==> config.mk <==
export PLATFORM = sky130hd
export DESIGN_NAME = multicycle_adder
export DESIGN_NICKNAME = d
export VERILOG_FILES = /design/src/rtl/multicycle_adder_pkg.sv /design/src/rtl/multicycle_adder_csa.sv /design/src/rtl/multicycle_adder.sv
export SDC_FILE = /design/constraint.sdc
export NUM_CORES = 1
export LEC_CHECK = 0
export ABC_AREA = 1
export CAP_MARGIN = 30
export CORE_ASPECT_RATIO = 1.2
export CORE_MARGIN = 4
export CORE_UTILIZATION = 50
export DETAILED_ROUTE_END_ITERATION = 8
export PLACE_DENSITY_LB_ADDON = 0.15
export SLEW_MARGIN = 25
export SYNTH_ARGS = -nofsm -noshare
export SYNTH_HDL_FRONTEND = slang
export SYNTH_HIERARCHICAL = 1
export SYNTH_SLANG_ARGS = --single-unit
export TNS_END_PERCENT = 10
==> constraint.sdc <==
create_clock -name clk -period 3.18 [get_ports clk]
set_input_delay 0.954 -clock clk [delete_from_list [all_inputs] [get_ports clk]]
set_output_delay 0.954 -clock clk [all_outputs]
set_load 0.01 [all_outputs]
==> src/rtl/multicycle_adder_pkg.sv <==
// Shared definitions for the multi-cycle adder: FSM encoding and the
// width/chunk legality check used at elaboration.
package multicycle_adder_pkg;

  typedef enum logic [1:0] {
    IDLE = 2'd0,
    RUN  = 2'd1,
    DONE = 2'd2
  } state_t;

  function automatic bit chunk_fits(input int width, input int chunk);
    return (chunk >= 1) && (width % chunk == 0);
  endfunction

endpackage

==> src/rtl/multicycle_adder_csa.sv <==
// CHUNK-bit conditional-sum adder: both carry-in outcomes are formed in
// parallel and the incoming carry selects between them.
module CSA #(
  parameter int W = 4
) (
  input  logic [W-1:0] a,
  input  logic [W-1:0] b,
  input  logic         ci,
  output logic [W-1:0] s,
  output logic         co
);

  logic [W:0] sum0;
  logic [W:0] sum1;

  assign sum0    = {1'b0, a} + {1'b0, b};
  assign sum1    = sum0 + {{W{1'b0}}, 1'b1};
  assign {co, s} = ci ? sum1 : sum0;

endmodule

==> src/rtl/multicycle_adder.sv <==
// Sequential WIDTH-bit adder/subtractor reusing one CHUNK-bit CSA across
// WIDTH/CHUNK cycles, with start/busy/done handshake and registered flags.
module multicycle_adder
  import multicycle_adder_pkg::*;
#(
  parameter int WIDTH = 16,
  parameter int CHUNK = 4
) (
  input  logic             clk,
  input  logic             reset,
  input  logic             start,
  input  logic [WIDTH-1:0] a,
  input  logic [WIDTH-1:0] b,
  input  logic             ci,
  input  logic             sub,
  output logic             busy,
  output logic             done,
  output logic [WIDTH-1:0] sum,
  output logic             co,
  output logic             ovf
);

  localparam int N  = WIDTH / CHUNK;
  localparam int IW = (N > 1) ? $clog2(N) : 1;
  localparam logic [IW-1:0]    LAST = IW'(N - 1);
  localparam logic [WIDTH-1:0] MASK = WIDTH'({CHUNK{1'b1}});

  if (!chunk_fits(WIDTH, CHUNK)) begin : g_bad_chunk
    $error("multicycle_adder: WIDTH must be a nonzero multiple of CHUNK");
  end

  state_t            state;
  state_t            state_next;
  logic [IW-1:0]     idx;
  logic              carry;
  logic [WIDTH-1:0]  a_r;
  logic [WIDTH-1:0]  b_r;
  logic [WIDTH-1:0]  work;
  logic [WIDTH-1:0]  work_next;
  logic [31:0]       base;
  logic [CHUNK-1:0]  a_chunk;
  logic [CHUNK-1:0]  b_chunk;
  logic [CHUNK-1:0]  chunk_s;
  logic              chunk_co;

  // Shifts rather than variable part-selects keep the slice logic width-clean.
  always_comb begin
    base      = 32'(idx) * 32'(CHUNK);
    a_chunk   = CHUNK'(a_r >> base);
    b_chunk   = CHUNK'(b_r >> base);
    work_next = (work & ~(MASK << base)) | (WIDTH'(chunk_s) << base);
  end

  CSA #(.W(CHUNK)) u_csa (
    .a  (a_chunk),
    .b  (b_chunk),
    .ci (carry),
    .s  (chunk_s),
    .co (chunk_co)
  );

  always_comb begin
    state_next = state;
    case (state)
      IDLE:    if (start) state_next = RUN;
      RUN:     if (idx == LAST) state_next = DONE;
      DONE:    state_next = IDLE;
      default: state_next = IDLE;
    endcase
  end

  always_ff @(posedge clk) begin
    if (reset) begin
      state <= IDLE;
      idx   <= '0;
      carry <= 1'b0;
      a_r   <= '0;
      b_r   <= '0;
      work  <= '0;
      sum   <= '0;
      co    <= 1'b0;
      ovf   <= 1'b0;
    end else begin
      state <= state_next;
      case (state)
        IDLE: begin
          if (start) begin
            a_r   <= a;
            b_r   <= sub ? ~b : b;
            carry <= sub ? ~ci : ci;
            idx   <= '0;
          end
        end
        RUN: begin
          work  <= work_next;
          carry <= chunk_co;
          idx   <= idx + 1'b1;
          // Outputs take the completed result, including the final chunk.
          if (idx == LAST) begin
            sum <= work_next;
            co  <= chunk_co;
            ovf <= (a_r[WIDTH-1] == b_r[WIDTH-1]) && (work_next[WIDTH-1] != a_r[WIDTH-1]);
          end
        end
        default: ;
      endcase
    end
  end

  assign busy = (state == RUN);
  assign done = (state == DONE);

endmodule
==> results.txt, run 1 <==
Data on the critical path arrives at its endpoint at 3050 ps. Sequential share of power: 0.419. The logs give 1361 um2 for the storage element area and 136 for the initial detailed-routing violation count. The detailed-route wire length is 7511 um, and the amount of wire on met3 after detailed routing is 367 um. For the wire length on met2, the log shows 3794 um. The number of different library cells used by synthesis comes to 30.

The fraction of layout instances using a drive strength above 1 is 0.09145. The tools report the headroom to the max-slew limit as 0.6172. Most used standard cell by instance count after synthesis: sky130_fd_sc_hd__nor2_1. STA classifies the critical path startpoint as a register. The kind of capture point of the worst setup path was a register. The share of total power in the clock network came out at 0.366. Dividing the synthesized area by the synthesized cell count gives 7.457 um2. The run gives 1608 uW as the internal power component. Counting flops with a built-in enable in the synthesized netlist gives 0. Across all register-to-register paths, the minimum setup slack is 370 ps. For the count of endpoints failing hold in the final timing report, the log shows 0.

The number of antenna diodes in the final layout is 0. In the final routing, the length of wire on met1 measures 3182 um. The run gives 3410 ps as the required time at the endpoint of the critical path.

TritonCTS built the clock tree. The sequential fraction of the synthesis area was 0.4048. The total overflow reported by the global router is 0. The worst path needs 2814 ps of the cycle, external delays included.

The clock insertion delay at the later pin of the skew report is 340 ps. The root buffer cell chosen for the clock tree is sky130_fd_sc_hd__clkbuf_8. The worst hold path passes through 2 cells. The combinational group share of total power came out at 0.215. For this design the static power due to leakage is 0.001768 uW. Summed over all failing endpoints, the final setup total negative slack is 0 ps. The run gives 451 as the instance count of the mapped netlist. The area of the mapped netlist is 3363 um2, and the number of nets in the synthesized netlist is 498. In the routed design, unresolved DRC markers number 0. By startpoint and endpoint, the worst setup path is classified as register to register. The logs give 2882 for the number of global-route vias before repair and 0 for the max-slew violation total from the final report. The path with the worst hold slack has its endpoint at ovf.

The worst register-to-register path begins at idx[1]. Buffers inserted during clock tree synthesis total 9. The fraction of post-synthesis cell area in the top cell type by area is 0.4048, and the portion of netlist area occupied by mux cells is 0. The final worst-path cycle share was 0.8850. By area the synthesized netlist is led by sky130_fd_sc_hd__dfxtp_1 (40%), sky130_fd_sc_hd__nor2_1 (11%), sky130_fd_sc_hd__o21ai_0 (8.6%).

The finished layout holds 588 standard cells, fillers aside. The logs give 0.1886 for the global-route usage over all layers and 6486 um2 for the area of the placeable core. The run finished with clean final reports. The share of synthesized cell area in and, or, nand and nor gates was 0.2068. The worst-case IR drop observed on VDD is 0.3408 mV. The tools report the worst setup slack after layout as 365.6 ps.

In the final layout, the multi-input gates occupy 1680 um2. The initial core utilization is 0.5185, and the fraction of power spent switching nets is 0.2822. The length of the first detailed-routing pass in iterations was 4; the number of vias per cell after detailed routing was 5.141.

Pin placement for this block handled 57 I/O pins. The count of nets left with antenna violations after detail routing was 0. Hold path startpoint: ovf. Timing-limited maximum frequency: 355.3 MHz. After synthesis, the most frequently instantiated cells are sky130_fd_sc_hd__nor2_1 (98), sky130_fd_sc_hd__dfxtp_1 (68), sky130_fd_sc_hd__o21ai_0 (58). Number of clock sinks: 68.

The layout overhead on the synthesized area is 24.33%. The length in cells of the worst reg-to-reg path works out to 15. The beginning of the critical path was idx[1]. The path class of the tightest hold or removal check is register to register. The layout has 598 filler cells. For the final-report setup violation count, the log shows 0. In the synthesized netlist the dominant register cell turns out to be sky130_fd_sc_hd__dfxtp_1. Row generation in the floorplan step produced 32 rows. The congestion estimate from routability-driven global placement came to 0.8652. The number of synthesis warnings came out at 6.

The number of hold buffers added after CTS was 0. Counting tap cells, the placed design contains a total of 572 instances. The switching power is 632.1 uW.

The tools report the critical register-to-register path endpoint as work[10]. The xor-xnor portion of the synthesized cell area came out at 0.04687. The arithmetic-cell share of the synthesized area counting full adders, half adders and majority gates is 0.03943, and the count of maximum capacitance violations is 0. For the number of antenna violations at the first check in global routing, the log shows 0. The number of input and output port buffers inserted was 56; the final non-filler cell area was 4182 um2.

In this run, post-CTS repair resized a total of 0 instances. Across the routed clock network, the largest skew measured is 8.701 ps. Of all nets on the critical path, the largest fanout is 18. For this design the ratio of total power to cell area is 535.8 nW/um2. The tools report the pin count of the biggest net entering global routing as 51. The routed layout has 3023 vias. The synthesized-area fraction occupied by ao, oa, aoi and oai cells is 0.2065.

After clock tree synthesis, the setup repair step added 0 buffers. The highest metal layer carrying signal wires in the routed design is met4. Counting along the longest clock path gives a buffer depth of 2.

Once placement finished, the instance area stood at 3946 um2. By area, the combinational part of the netlist is dominated by simple AND/OR/NAND/NOR gates. The number of H-tree levels is 3, and the die extent in y is 97.85 um. The pre-CTS setup slack was 392.9 ps; the die span in x was 82.87 um. In this run, synthesis produced a sequential element count of 68. The global-route wire length before repair came out at 12740 um. The post-CTS clock slew at the launch and capture registers of the worst setup and hold paths came out at 70 ps.

Setup repair after global routing left no endpoint under its margin. The number of nets in the finished design was 545; the area enclosed by the die boundary was 8108 um2. The fraction of registers with async set/reset is 0.

Of all cell types, the one taking the most synthesized area is sky130_fd_sc_hd__dfxtp_1. The slew at the pin closest to its max-slew limit was 573.6 ps; the average routed wire per standard cell was 12.77 um. Summed over all nets, the half-perimeter wirelength after detailed placement is 5480 um.
## stage by stage
step | hold WS, ps | utilization | power [uW]
2_1_floorplan | 444.4 | - | 1305
3_3_place_gp | 456.5 | 0.6084 | 1421
3_5_place_dp | 461.1 | 0.6084 | 1436
4_1_cts | 471.4 | 0.6447 | 2254
5_1_grt | 494.8 | 0.6447 | 2354
6_report | 468.0 | 0.6447 | 2240
## critical path, cell delays in order, from the launching register on
cell and delay (ps):
sky130_fd_sc_hd__dfxtp_1 390, sky130_fd_sc_hd__inv_2 260, sky130_fd_sc_hd__o21ai_0 140, sky130_fd_sc_hd__o22ai_1 170, sky130_fd_sc_hd__ha_1 210, sky130_fd_sc_hd__inv_1 60, sky130_fd_sc_hd__fa_1 500, sky130_fd_sc_hd__inv_1 60
sky130_fd_sc_hd__ha_1 190, sky130_fd_sc_hd__nand2_1 140, sky130_fd_sc_hd__xnor2_1 130, sky130_fd_sc_hd__inv_1 60, sky130_fd_sc_hd__nand2_1 90, sky130_fd_sc_hd__o22ai_1 80, sky130_fd_sc_hd__o21ai_0 170, sky130_fd_sc_hd__inv_1 50
## logic make-up (layout without fill, tap and decap cells)
family / count (synthesis) / after routing
AOI/OAI and AO/OA: 115 / 115
buffers and inverters: 73 / 125
adders and majority gates: 10 / 10
and+or+nand+nor: 167 / 167
DFF: 68 / 68
xor gates and xnor gates: 18 / 18
## placed cells by master (no fill, tap or decap), drive strengths merged
| master | Yosys | layout |
|---|---|---|
| xnor2 | 17 | 17 |
| buf | 17 | 7 |
| nand3 | 18 | 18 |
| clkdlybuf4s50 | 0 | 56 |
| a21oi | 17 | 17 |
| ha | 9 | 9 |
| xor2 | 1 | 1 |
| nor3 | 1 | 1 |
| fa | 1 | 1 |
| dfxtp | 68 | 68 |
| clkinv | 1 | 3 |
| or2 | 1 | 1 |
| inv | 45 | 45 |
| nor2 | 101 | 101 |
| a211oi | 17 | 17 |
| nand2 | 46 | 46 |
| o21bai | 1 | 1 |
| bufinv | 0 | 2 |
| o21ai | 61 | 61 |
| clkbuf | 10 | 12 |
| o22ai | 19 | 19 |
## how the worst max path moves through the flow
| stage | to |
|---|---|
| 2_1_floorplan | work[6] |
| 3_3_place_gp | work[10] |
| 3_5_place_dp | work[10] |
| 4_1_cts | busy |
| 5_1_grt | work[2] |
| 6_report | work[10] |
## layout make-up
class,instances,share of cell area
Multi-Input combinational cell,310,0.4019
Sequential cell,68,0.3256
Timing Repair Buffer,63,0.1496
Inverter,46,0.04129
Clock buffer,12,0.03950
Tap cell,85,0.02543
Clock inverter,4,0.01676
## power groups by stage
| stage | Sequential (uW) | Clock [uW] | Combinational (uW) |
|---|---|---|---|
| finish | 939 | 821 | 481 |
| global route | 945 | 863 | 546 |
| CTS | 939 | 833 | 481 |
| detailed placement | 958 | 0 | 478 |
| global placement | 956 | 0 | 465 |
| floorplan | 947 | 0 | 358 |
## state kept, by name, summed over array words and instances (netlist names)
name   flops
work      13
ovf        1
a_r       16
b_r       16
state      2
carry      1
co         1
idx        2
sum       16
## routing by layer
layer | global-route usage | vias up
li1 | - | 1565
met1 | 0.2177 | 1368
met2 | 0.3296 | 74
met3 | 0.04641 | 16
met4 | 0.08302 | 0
met5 | 0 | -
Power figures use the tool's default switching activity.
==> run 2, diff against run 1 <==
- SETUP_SLACK_MARGIN: not set -> 0.02
==> results of run 2 <==
The final DEF is identical to that of run 1; final timing and power are the same.
